**src/rtl/single_readout_if.sv**
```systemverilog
// Output beat link of the single-stub readout: 16-bit beats moved on out_valid & out_ready.
interface single_readout_if;
  logic        out_valid;
  logic [15:0] out_data;
  logic        out_ready;

  modport master (output out_valid, output out_data, input out_ready);
  modport slave  (input out_valid, input out_data, output out_ready);
endinterface

```
**src/rtl/single_readout.sv**
```systemverilog
// Single-stub readout: BX stamping, FIFO buffering, 3-beat serializer, saturating drop counter.
// Optional per-orbit rate limit is enabled with `define SINGLE_RATE_LIMIT_EN.
module single_readout #(
  parameter int BW_FPH        = 13,
  parameter int BW_TH         = 7,
  parameter int FIFO_DEPTH    = 8,
  parameter int ORBIT_LEN     = 3564,
  parameter int MAX_PER_ORBIT = 16
) (
  input  logic                clk,
  input  logic                rst,
  input  logic                vl_single,
  input  logic [BW_FPH-1:0]   ph_single,
  input  logic [BW_TH-1:0]    th_single,
  input  logic                bc0,
  single_readout_if.master    out_if,
  output logic [15:0]         drop_cnt,
  output logic                fifo_full,
  output logic [1:0]          fsm_state
);
  // Handshake: a beat transfers on a clock edge where out_valid & out_ready are both high;
  // while out_valid is high and out_ready low, out_data holds its value.
  localparam int AW = $clog2(FIFO_DEPTH);
  localparam int EW = 12 + BW_FPH + BW_TH;

  localparam logic [1:0] S_IDLE = 2'd0;
  localparam logic [1:0] S_HDR  = 2'd1;
  localparam logic [1:0] S_PH   = 2'd2;
  localparam logic [1:0] S_TH   = 2'd3;

  logic [11:0]       bxc_q, bxc_d, bx_stamp;
  logic              in_vl_q;
  logic [BW_FPH-1:0] in_ph_q;
  logic [BW_TH-1:0]  in_th_q;
  logic [11:0]       in_bx_q;
  logic [EW-1:0]     mem_q [FIFO_DEPTH];
  logic [AW-1:0]     wr_ptr_q, rd_ptr_q;
  logic [AW:0]       cnt_q, cnt_d;
  logic              full_q, empty;
  logic              push, pop, drop, rate_ok, hs;
  logic [1:0]        state_q, state_d;
  logic [EW-1:0]     lat_q;
  logic [15:0]       drop_cnt_q;

  always_comb begin
    bx_stamp = bc0 ? 12'd0 : bxc_q;
    if (bc0)                              bxc_d = 12'd1;
    else if (bxc_q == 12'(ORBIT_LEN - 1)) bxc_d = 12'd0;
    else                                  bxc_d = bxc_q + 12'd1;
  end

`ifdef SINGLE_RATE_LIMIT_EN
  logic [15:0] orb_cnt_q, orb_cnt_d, orb_base;
  // A zero stamp opens a new orbit and that stub already counts in it.
  always_comb begin
    orb_base  = (in_bx_q == 12'd0) ? 16'd0 : orb_cnt_q;
    rate_ok   = (orb_base < 16'(MAX_PER_ORBIT));
    orb_cnt_d = orb_base + {15'd0, push};
  end

  always_ff @(posedge clk) begin
    if (rst) orb_cnt_q <= 16'd0;
    else     orb_cnt_q <= orb_cnt_d;
  end
`else
  assign rate_ok = 1'b1;
`endif

  // Full comes from the start-of-cycle register, so a same-cycle pop never rescues a push.
  assign empty = (cnt_q == '0);
  assign push  = in_vl_q & ~full_q & rate_ok;
  assign drop  = in_vl_q & ~push;
  assign hs    = out_if.out_valid & out_if.out_ready;

  always_comb begin
    state_d = state_q;
    pop     = 1'b0;
    case (state_q)
      S_IDLE: if (!empty) begin pop = 1'b1; state_d = S_HDR; end
      S_HDR:  if (hs) state_d = S_PH;
      S_PH:   if (hs) state_d = S_TH;
      S_TH:   if (hs) begin
                if (!empty) begin pop = 1'b1; state_d = S_HDR; end
                else        state_d = S_IDLE;
              end
      default: state_d = S_IDLE;
    endcase
  end

  always_comb begin
    case ({push, pop})
      2'b10:   cnt_d = cnt_q + (AW+1)'(1);
      2'b01:   cnt_d = cnt_q - (AW+1)'(1);
      default: cnt_d = cnt_q;
    endcase
  end

  always_ff @(posedge clk) begin
    if (push) mem_q[wr_ptr_q] <= {in_bx_q, in_ph_q, in_th_q};
  end

  always_ff @(posedge clk) begin
    if (rst) begin
      bxc_q      <= 12'd0;
      in_vl_q    <= 1'b0;
      in_ph_q    <= '0;
      in_th_q    <= '0;
      in_bx_q    <= 12'd0;
      wr_ptr_q   <= '0;
      rd_ptr_q   <= '0;
      cnt_q      <= '0;
      full_q     <= 1'b0;
      state_q    <= S_IDLE;
      lat_q      <= '0;
      drop_cnt_q <= 16'd0;
    end else begin
      bxc_q   <= bxc_d;
      in_vl_q <= vl_single;
      in_ph_q <= ph_single;
      in_th_q <= th_single;
      in_bx_q <= bx_stamp;
      if (push) wr_ptr_q <= wr_ptr_q + AW'(1);
      if (pop) begin
        rd_ptr_q <= rd_ptr_q + AW'(1);
        lat_q    <= mem_q[rd_ptr_q];
      end
      cnt_q   <= cnt_d;
      full_q  <= (cnt_d == (AW+1)'(FIFO_DEPTH));
      state_q <= state_d;
      if (drop && drop_cnt_q != 16'hFFFF) drop_cnt_q <= drop_cnt_q + 16'd1;
    end
  end

  always_comb begin
    case (state_q)
      S_HDR:   out_if.out_data = {4'hA, lat_q[EW-1 -: 12]};
      S_PH:    out_if.out_data = 16'(lat_q[BW_FPH+BW_TH-1 -: BW_FPH]);
      S_TH:    out_if.out_data = 16'(lat_q[BW_TH-1:0]);
      default: out_if.out_data = 16'd0;
    endcase
  end

  assign out_if.out_valid = (state_q != S_IDLE);
  assign drop_cnt         = drop_cnt_q;
  assign fifo_full        = full_q;
  assign fsm_state        = state_q;
endmodule
```
**src/flat_wrapper.sv**
```systemverilog
// flat-port wrapper written by rule: the top's interface ports become plain ports
module single_readout_flat 
#(
  parameter int BW_FPH        = 13,
  parameter int BW_TH         = 7,
  parameter int FIFO_DEPTH    = 8,
  parameter int ORBIT_LEN     = 3564,
  parameter int MAX_PER_ORBIT = 16
)
  (clk, rst, vl_single, ph_single, th_single, bc0, drop_cnt, fifo_full, fsm_state, out_if_out_valid, out_if_out_data, out_if_out_ready);
  single_readout_if out_if_i ();
  input  logic clk;
  input  logic rst;
  input  logic vl_single;
  input  logic [BW_FPH-1:0] ph_single;
  input  logic [BW_TH-1:0] th_single;
  input  logic bc0;
  output logic [15:0] drop_cnt;
  output logic fifo_full;
  output logic [1:0] fsm_state;
  output wire logic [$bits(out_if_i.out_valid)-1:0] out_if_out_valid;
  output wire logic [$bits(out_if_i.out_data)-1:0] out_if_out_data;
  input wire logic [$bits(out_if_i.out_ready)-1:0] out_if_out_ready;
  assign out_if_out_valid = out_if_i.out_valid;
  assign out_if_out_data = out_if_i.out_data;
  assign out_if_i.out_ready = out_if_out_ready;
  single_readout #(.BW_FPH(BW_FPH), .BW_TH(BW_TH), .FIFO_DEPTH(FIFO_DEPTH), .ORBIT_LEN(ORBIT_LEN), .MAX_PER_ORBIT(MAX_PER_ORBIT)) u_core (.clk(clk), .rst(rst), .vl_single(vl_single), .ph_single(ph_single), .th_single(th_single), .bc0(bc0), .out_if(out_if_i), .drop_cnt(drop_cnt), .fifo_full(fifo_full), .fsm_state(fsm_state));
endmodule
```
**config.mk**
```make
export PLATFORM = sky130hd
export DESIGN_NAME = single_readout_flat
export DESIGN_NICKNAME = d
export VERILOG_FILES = /design/src/rtl/single_readout_if.sv /design/src/rtl/single_readout.sv /design/src/flat_wrapper.sv
export SDC_FILE = /design/constraint.sdc
export NUM_CORES = 1
export LEC_CHECK = 0
export CORE_UTILIZATION = 54
export CTS_CLUSTER_SIZE = 10
export DETAILED_ROUTE_END_ITERATION = 10
export PLACE_DENSITY = 0.72
export SLEW_MARGIN = 5
export SYNTH_ARGS = -nofsm -noshare
export SYNTH_HDL_FRONTEND = slang
export SYNTH_SLANG_ARGS = --single-unit
```
**constraint.sdc**
```tcl
create_clock -name clk -period 4.14 [get_ports clk]
set_input_delay 0.621 -clock clk [delete_from_list [all_inputs] [get_ports clk]]
set_output_delay 0.621 -clock clk [all_outputs]
set_load 0.02 [all_outputs]
```
==> results.yml, run 1 <==
placement:
  port-buffer-count: 59
  dpl_cell_area_mm2: 0.0147
  preCtsSetupSlack_ps: 993
  dpl.cell_count: 1164
  gp_congestion: 0.812
  hpwl_mm: 15.2
routing:
  drt_wl_total_mm: 27.3
  antenna_left: 0
  dr.first_iter.drc_count: 823
  drc: 0
  first_pass_iters: 5
  via_per_inst: 5.84
  wire_per_inst_um: 22.0
  dr_total_vias: 7242
global_routing:
  grtUsageTotal: 0.220
  overflow: 0
  antenna_found_initial: 0
  grt_pass1_wl_mm: 42.6
  grt_max_degree: 72
  grt_pass1_vias: 7395
worst_setup_path:
  cp_slowest_cell: "ha_1"
  cp-start-kind: "flop"
  crit_buf_inv: 2
  worstSetupPathType: "flop to output port"
  cp_max_fo: 16
  worstPathArrival_ps: 2680
  cp-startpoint: "u_core.fsm_state[1]"
  r2r_start: "u_core.fsm_state[1]"
  critPathMaxStageDelay_ps: 630
  worstPathRequired_ps: 3520
  crit_path_end_kind: "output port"
  worst_path_dominant_cell_family: "buffers and inverters"
  cp_cell_sequence: "inv_1 -> ha_1 -> a222oi_1 -> nor2_1 -> clkdlybuf4s50_1"
synth:
  syn_inst: 812
  synth_edf_count: 256
  async_flop_share: 0
  synth_cell_types: 46
  yosys-top-cells-area: "edfxtp_1 (56%), dfxtp_1 (15%), mux4_2 (11%)"
  synthMuxAreaShare: 0.131
  synth-compound-area-share: 0.0390
  netlist.area_leader.share: 0.561
  synthFlopType: "edfxtp_1"
  synth_seq_area_share: 0.715
  synth_adder_area_share: 0.00913
  mappedNetlistArea_mm2: 0.0137
  synth_top_family_by_area: "multiplexers"
  synthXorXnorAreaFrac: 0.0198
  syn_avg_cell_area_um2: 16.9
  synth-seq-cells: 362
  synthSimpleGateAreaFrac: 0.0683
  synth_top_area_cell: "edfxtp_1"
  yosys_warnings: 0
  syn-num-nets: 847
hold_path:
  min_from: "rst"
  hp-class: "input port to flop"
cts:
  cts_resized: 0
  cts_setup_buffers: 0
  clk_pin_slew_ps: 50
  root_buffer: "clkbuf_16"
  cts_max_level: 2
  cts.sinks: 362
  cts_buffer_depth: 3
  clock_latency_ps: 520
  numCtsBuffers: 42
  tritoncts: "yes"
  cts_hold_buf: 0
power_and_ir_drop:
  powerDensity_mw_per_mm2: 575
  power_leakage_nw: 5.20
  finalPower_mw: 9.14
  ir_drop_mv: 0.360
layout:
  regArea_mm2: 0.00982
  syn_to_final_growth_pct: 16.0
  multi_input_area_mm2: 0.00373
  finalNonFillerCells: 1240
  diodes: 0
  fin_nets: 919
  final_common_cell: "edfxtp_1"
  fillers: 1727
  mostFrequentLayoutCells: "edfxtp_1 (256), dfxtp_1 (103), nor2_1 (86)"
  finalInstanceArea_mm2: 0.0159
  postLayoutCoreUtil: 0.647
  post_route_cells_drive_above_1_share: 0.155
run:
  maxCapViolCount: 0
sta:
  fmax_mhz: 303
  worst_slack_ps: 841
  holdWs_ps: 430
  tns_ps: 0
  fin_crit_ps: 3300
  worst_slew_pin_slew_ps: 940
  rsz0062_at_grt: "false"
  skew_ps: 8.99
  setup_viol: 0
  slew_violations: 0
  hold_violations: 0
  max_slew_margin: 0.365
  timing.final.crit_share: 0.797
floorplan:
  rows: 57
  num_io_pins: 61
  die_area_mm2: 0.0260
  floorplan.initialDensity: 0.557
  die_h_um: 161
  core_mm2: 0.0246
  die_w_um: 161
status:
  status: "complete, no violations"
## flip-flops by register name (all words and copies together) (netlist names)
register / cells
u_core.drop_cnt: 16
u_core.in_th_q: 7
u_core.cnt_q: 4
u_core.bxc_q: 12
u_core.fsm_state: 2
u_core.rd_ptr_q: 3
u_core.wr_ptr_q: 3
u_core.mem_q: 256
u_core.in_vl_q: 1
u_core.in_ph_q: 13
u_core.fifo_full: 1
u_core.in_bx_q: 12
u_core.lat_q: 32
## Yosys cell counts, types with 5 or more instances
library cell  instances
a22oi_1               6
nor4_1                5
nand2_1              14
nand3_1               8
mux4_2               64
a21oi_1               6
a222oi_1              7
dfxtp_1             106
nand4_1               5
mux2i_1              36
and2_1               12
nor2b_1              25
nor2_1               89
clkbuf_1             27
buf_1                 6
xor2_1               11
xnor2_1              20
edfxtp_1            256
ha_1                 10
nor3_1               11
buf_2                 7
inv_1                 6
a211oi_1             34
## cell type report
class,instances,share of cell area
clock inverter,3,0.00260
tap,324,0.0255
timing repair buffer,74,0.0440
multi-input combinational,398,0.235
inverter,6,0.00142
sequential,362,0.617
clock buffer,73,0.0747
## final timing paths
kind	endpoint	slack [ps]	cells past startpoint
max	out_if_out_data[2]	840	5
max reg2reg	u_core.cnt_q[2]	940	11
min	u_core.bxc_q[0]	430	2
min reg2reg	u_core.in_bx_q[0]	500	2
## power by group
part / total [mW] / switching, mW / internal, mW
registers: 4.36 / 0.256 / 4.11
logic: 1.51 / 0.843 / 0.669
clock network: 3.27 / 1.32 / 1.94
total: 9.14 / 2.42 / 6.72
## worst register-to-register path: stages (launching register included)
cell	delay (ps)
dfxtp_1	370
inv_1	110
ha_1	540
a21oi_1	240
nor4_1	520
xor2_1	140
ha_1	220
a21oi_1	170
nor2b_1	220
mux2i_1	140
xnor2_1	270
nor2b_1	170
## layer usage
layer | GRT usage | wire [µm]
met1 | 0.303 | 11800
met2 | 0.369 | 13600
met3 | 0.0298 | 1310
met4 | 0.0613 | 553
met5 | 0 | 0
## kinds of logic (layout without fill, tap and decap cells)
| family | Yosys count | in the layout |
|---|---|---|
| adders and majority gates | 10 | 10 |
| and+or+nand+nor | 188 | 188 |
| xor gates and xnor gates | 31 | 31 |
| other | 1 | 1 |
| muxes | 100 | 100 |
| buffers and inverters | 52 | 156 |
| DFF | 362 | 362 |
| AOI/OAI and AO/OA | 68 | 68 |
(Power assumes the default switching activity.)
==> inputs of run 2 (changes only) <==
CORE_UTILIZATION = 60   (was 54)
PLACE_DENSITY = 0.76   (was 0.72)
clock period = 3.35 ns   (was 4.14 ns; I/O delays follow)
==> results.yml, run 2 (synthesis gave the netlist of run 1 again) <==
sta:
  slew_violations: 0
  rsz0062_at_grt: "false"
  holdWs_ps: 467
  max_slew_margin: 0.348
  skew_ps: 15.0
  fin_crit_ps: 3130
  timing.final.crit_share: 0.936
  hold_violations: 0
  setup_viol: 0
  worst_slew_pin_slew_ps: 965
  fmax_mhz: 319
floorplan:
  core_mm2: 0.0221
  rows: 54
  die_area_mm2: 0.0235
  die_w_um: 153
  floorplan.initialDensity: 0.621
  die_h_um: 153
  num_io_pins: 61
power_and_ir_drop:
  powerDensity_mw_per_mm2: 710
  power_leakage_nw: 5.21
  share_comb_of_total_power: 0.174
  ir_drop_mv: 0.521
  finalPower_mw: 11.3
  power.share.switching: 0.267
  intPower_mw: 8.29
  clkPwrFrac: 0.354
  power.share.sequential: 0.472
  p_sw_mw: 3.01
routing:
  drt_wl_total_mm: 27.1
  antenna_left: 0
  dr.first_iter.drc_count: 492
  via_per_inst: 6.05
  dr_total_vias: 7261
  drc: 0
  wire_per_inst_um: 22.6
  first_pass_iters: 5
placement:
  gp_congestion: 0.800
  dpl_cell_area_mm2: 0.0147
  hpwl_mm: 15.5
  port-buffer-count: 59
cts:
  cts_resized: 0
  cts_buffer_depth: 3
  cts_setup_buffers: 0
  clock_latency_ps: 530
  root_buffer: "clkbuf_16"
  cts_hold_buf: 0
  tritoncts: "yes"
  clk_pin_slew_ps: 50
  cts.sinks: 362
  cts_max_level: 2
  numCtsBuffers: 42
global_routing:
  grt_pass1_wl_mm: 42.7
  grtUsageTotal: 0.243
  overflow: 0
  grt_pass1_vias: 7489
  grt_max_degree: 68
  antenna_found_initial: 0
layout:
  fillers: 1328
  largest_reg_flops: 256
  finalInstanceArea_mm2: 0.0159
  mostFrequentLayoutCells: "edfxtp_1 (256), dfxtp_1 (103), nor2_1 (86)"
  syn_to_final_growth_pct: 16.2
  largest-register: "u_core.mem_q"
  postLayoutCoreUtil: 0.721
  final_common_cell: "edfxtp_1"
  multi_input_area_mm2: 0.00374
  post_route_cells_drive_above_1_share: 0.157
  fin_nets: 922
  regArea_mm2: 0.00982
  diodes: 0
worst_setup_path:
  crit_path_end_kind: "output port"
  worstPathRequired_ps: 2850
  cp-start-kind: "flop"
  worstSetupPathType: "flop to output port"
  worstPathArrival_ps: 2630
  cp_max_fo: 15
status:
  status: "complete, no violations"
hold_path:
  hp-class: "input port to flop"
run:
  maxCapViolCount: 0
==> run 2: final cells by class <==
cell class	instances	share of cell area
clock buffers	74	0.0735
clock inverters	4	0.00267
repair buffers	77	0.0493
well taps	280	0.0220
flip-flops and latches	362	0.616
inverters	6	0.00141
multi-input cells	398	0.235
==> run 2: worst max-delay path, cell delays in order, from the launching register on <==
cell	delay, ps
dfxtp_1	350
inv_1	130
ha_1	600
a222oi_1	250
nor2_1	160
clkdlybuf4s50_1	620
==> run 2: per-layer routing <==
layer,up-vias,share of wire,global-route usage
li1,3307,-,-
met1,3655,0.41,0.328
met2,248,0.51,0.408
met3,51,0.064,0.0369
met4,0,0.021,0.0803
met5,-,0,0
==> run 2: power by group through the flow <==
stage                     Combinational (mW)  Sequential [mW]  Clock, mW
final                                   1.96             5.33       4.00
after global placement                  1.87             5.40          0
after detailed placement                1.95             5.42          0
after global routing                    2.15             5.37       4.27
after CTS                               1.98             5.33       4.08
after floorplan                         1.52             5.30          0
==> run 2: final timing paths <==
kind	slack, ps	endpoint	cells past startpoint	start
hold reg to reg	500	u_core.lat_q[15]	2	u_core.lat_q[15]
hold / removal	470	u_core.drop_cnt[7]	2	rst
setup / recovery	220	out_if_out_data[0]	5	u_core.fsm_state[0]
setup reg to reg	310	u_core.cnt_q[2]	10	u_core.fsm_state[1]
==> run 2: metrics by stage <==
| stage | setup slack (ps) | setup TNS, ps | instances |
|---|---|---|---|
| global route | 95.3 | 0 | 1201 |
| detailed placement | 346 | 0 | 1123 |
| CTS | 226 | 0 | 1201 |
| finish | 216 | 0 | 1201 |
| floorplan | -135 | -12970 | 812 |
| global placement | 636 | 0 | 1123 |
==> inputs of run 3 (changes only) <==
RECOVER_POWER = 50   (was default)
==> results.yml, run 3 (synthesis gave the netlist of run 1 again) <==
status:
  status: "complete, but fails checks"
  violations: "capacitance limit, slew limit"
cts:
  numCtsBuffers: 42
  root_buffer: "clkbuf_16"
  cts_hold_buf: 0
  cts_buffer_depth: 3
  cts_max_level: 2
  cts_resized: 0
  tritoncts: "yes"
  clock_latency_ps: 530
  clk_pin_slew_ps: 50
  cts.sinks: 362
  cts_setup_buffers: 0
floorplan:
  floorplan.initialDensity: 0.621
  core_mm2: 0.0221
  die_w_um: 153
  die_h_um: 153
  rows: 54
  num_io_pins: 61
  die_area_mm2: 0.0235
worst_setup_path:
  cp_max_fo: 16
  worstPathArrival_ps: 2630
  cp-start-kind: "flop"
  cp_slowest_cell: "ha_1"
  crit_path_end_kind: "output port"
  cp_cell_sequence: "inv_1 -> ha_1 -> a222oi_1 -> nor2_1 -> clkdlybuf4s50_1"
  worst_path_dominant_cell_family: "buffers and inverters"
  worstPathRequired_ps: 2850
  worstSetupPathType: "flop to output port"
  crit_buf_inv: 2
  critPathMaxStageDelay_ps: 630
global_routing:
  antenna_found_initial: 0
  grtUsageTotal: 0.243
  grt_max_degree: 68
  use_met3: 0.0369
  overflow: 0
  grtUsageMet1: 0.328
  grt_pass1_vias: 7489
  grt_busiest_layer: "met2"
  grt_use_met2: 0.408
  grt_pass1_wl_mm: 42.7
placement:
  port-buffer-count: 59
  dpl_cell_area_mm2: 0.0147
  gp_congestion: 0.800
  dpl.cell_count: 1123
  hpwl_mm: 15.5
  preCtsSetupSlack_ps: 346
routing:
  antenna_left: 0
  drt_wl_total_mm: 27.1
  dr_total_vias: 7273
  wire_per_inst_um: 22.6
  dr.first_iter.drc_count: 520
  via_per_inst: 6.06
  drc: 0
  first_pass_iters: 6
power_and_ir_drop:
  ir_drop_mv: 0.521
  finalPower_mw: 11.3
  power_leakage_nw: 5.20
  powerDensity_mw_per_mm2: 711
layout:
  final_common_cell: "edfxtp_1"
  finalNonFillerCells: 1201
  finalInstanceArea_mm2: 0.0159
  diodes: 0
  syn_to_final_growth_pct: 16.1
  mostFrequentLayoutCells: "edfxtp_1 (256), dfxtp_1 (103), nor2_1 (86)"
  largest-register: "u_core.mem_q"
  postLayoutCoreUtil: 0.720
  largest_reg_flops: 256
  fin_nets: 922
  post_route_cells_drive_above_1_share: 0.154
sta:
  hold_violations: 0
  rsz0062_at_grt: "false"
  max_slew_margin: -0.652
  setup_viol: 0
  slew_violations: 44
  worst_slack_ps: 219
  holdWs_ps: 503
  skew_ps: 17.4
  worst_slew_pin_slew_ps: 2480
  tns_ps: 0
  fin_crit_ps: 3130
  timing.final.crit_share: 0.935
  fmax_mhz: 319
hold_path:
  hp-class: "flop to flop"
run:
  maxCapViolCount: 1
==> run 3: cell types whose count changed in the layout (fill, tap and decap cells not counted) <==
cell      change
and2_1        -8
buf_4         -4
and2_0        +8
nor3_2        -1
clkbuf_2      +2
nor3_1        +1
clkbuf_1      +2
==> run 3: path summary, 6_finish.rpt <==
| path | startpoint | end | slack (ps) | depth (start not counted) |
|---|---|---|---|---|
| worst max-delay path | u_core.fsm_state[1] | out_if_out_data[0] | 220 | 5 |
| worst min-delay path | u_core.lat_q[15] | u_core.lat_q[15] | 500 | 2 |
| worst max register to register | u_core.fsm_state[1] | u_core.cnt_q[2] | 270 | 10 |
| worst min register to register | u_core.lat_q[15] | u_core.lat_q[15] | 500 | 2 |
==> run 3: per-layer routing <==
| metal | vias to the layer above | part of all wire |
|---|---|---|
| li1 | 3307 | - |
| met1 | 3676 | 0.42 |
| met2 | 245 | 0.51 |
| met3 | 45 | 0.058 |
| met4 | 0 | 0.021 |
| met5 | - | 0 |
==> run 3: tightest hold or removal path, cell delays in order, from the launching register on <==
cell,delay [ps]
dfxtp_1,310
nor2_1,100
a211oi_1,50
==> run 3: where the power goes <==
part / switching, mW / internal, mW
sequential: 0.259 / 5.08
combinational: 1.12 / 0.846
clock: 1.64 / 2.36
==> run 3: cell type report <==
class                      instances  area [µm²]
clock buffer                      74        1170
clock inverter                     4        42.5
fill                            1331        6180
inverter                           6        22.5
multi-input combinational        398        3740
sequential                       362        9820
tap                              280         350
timing repair buffer              77         773
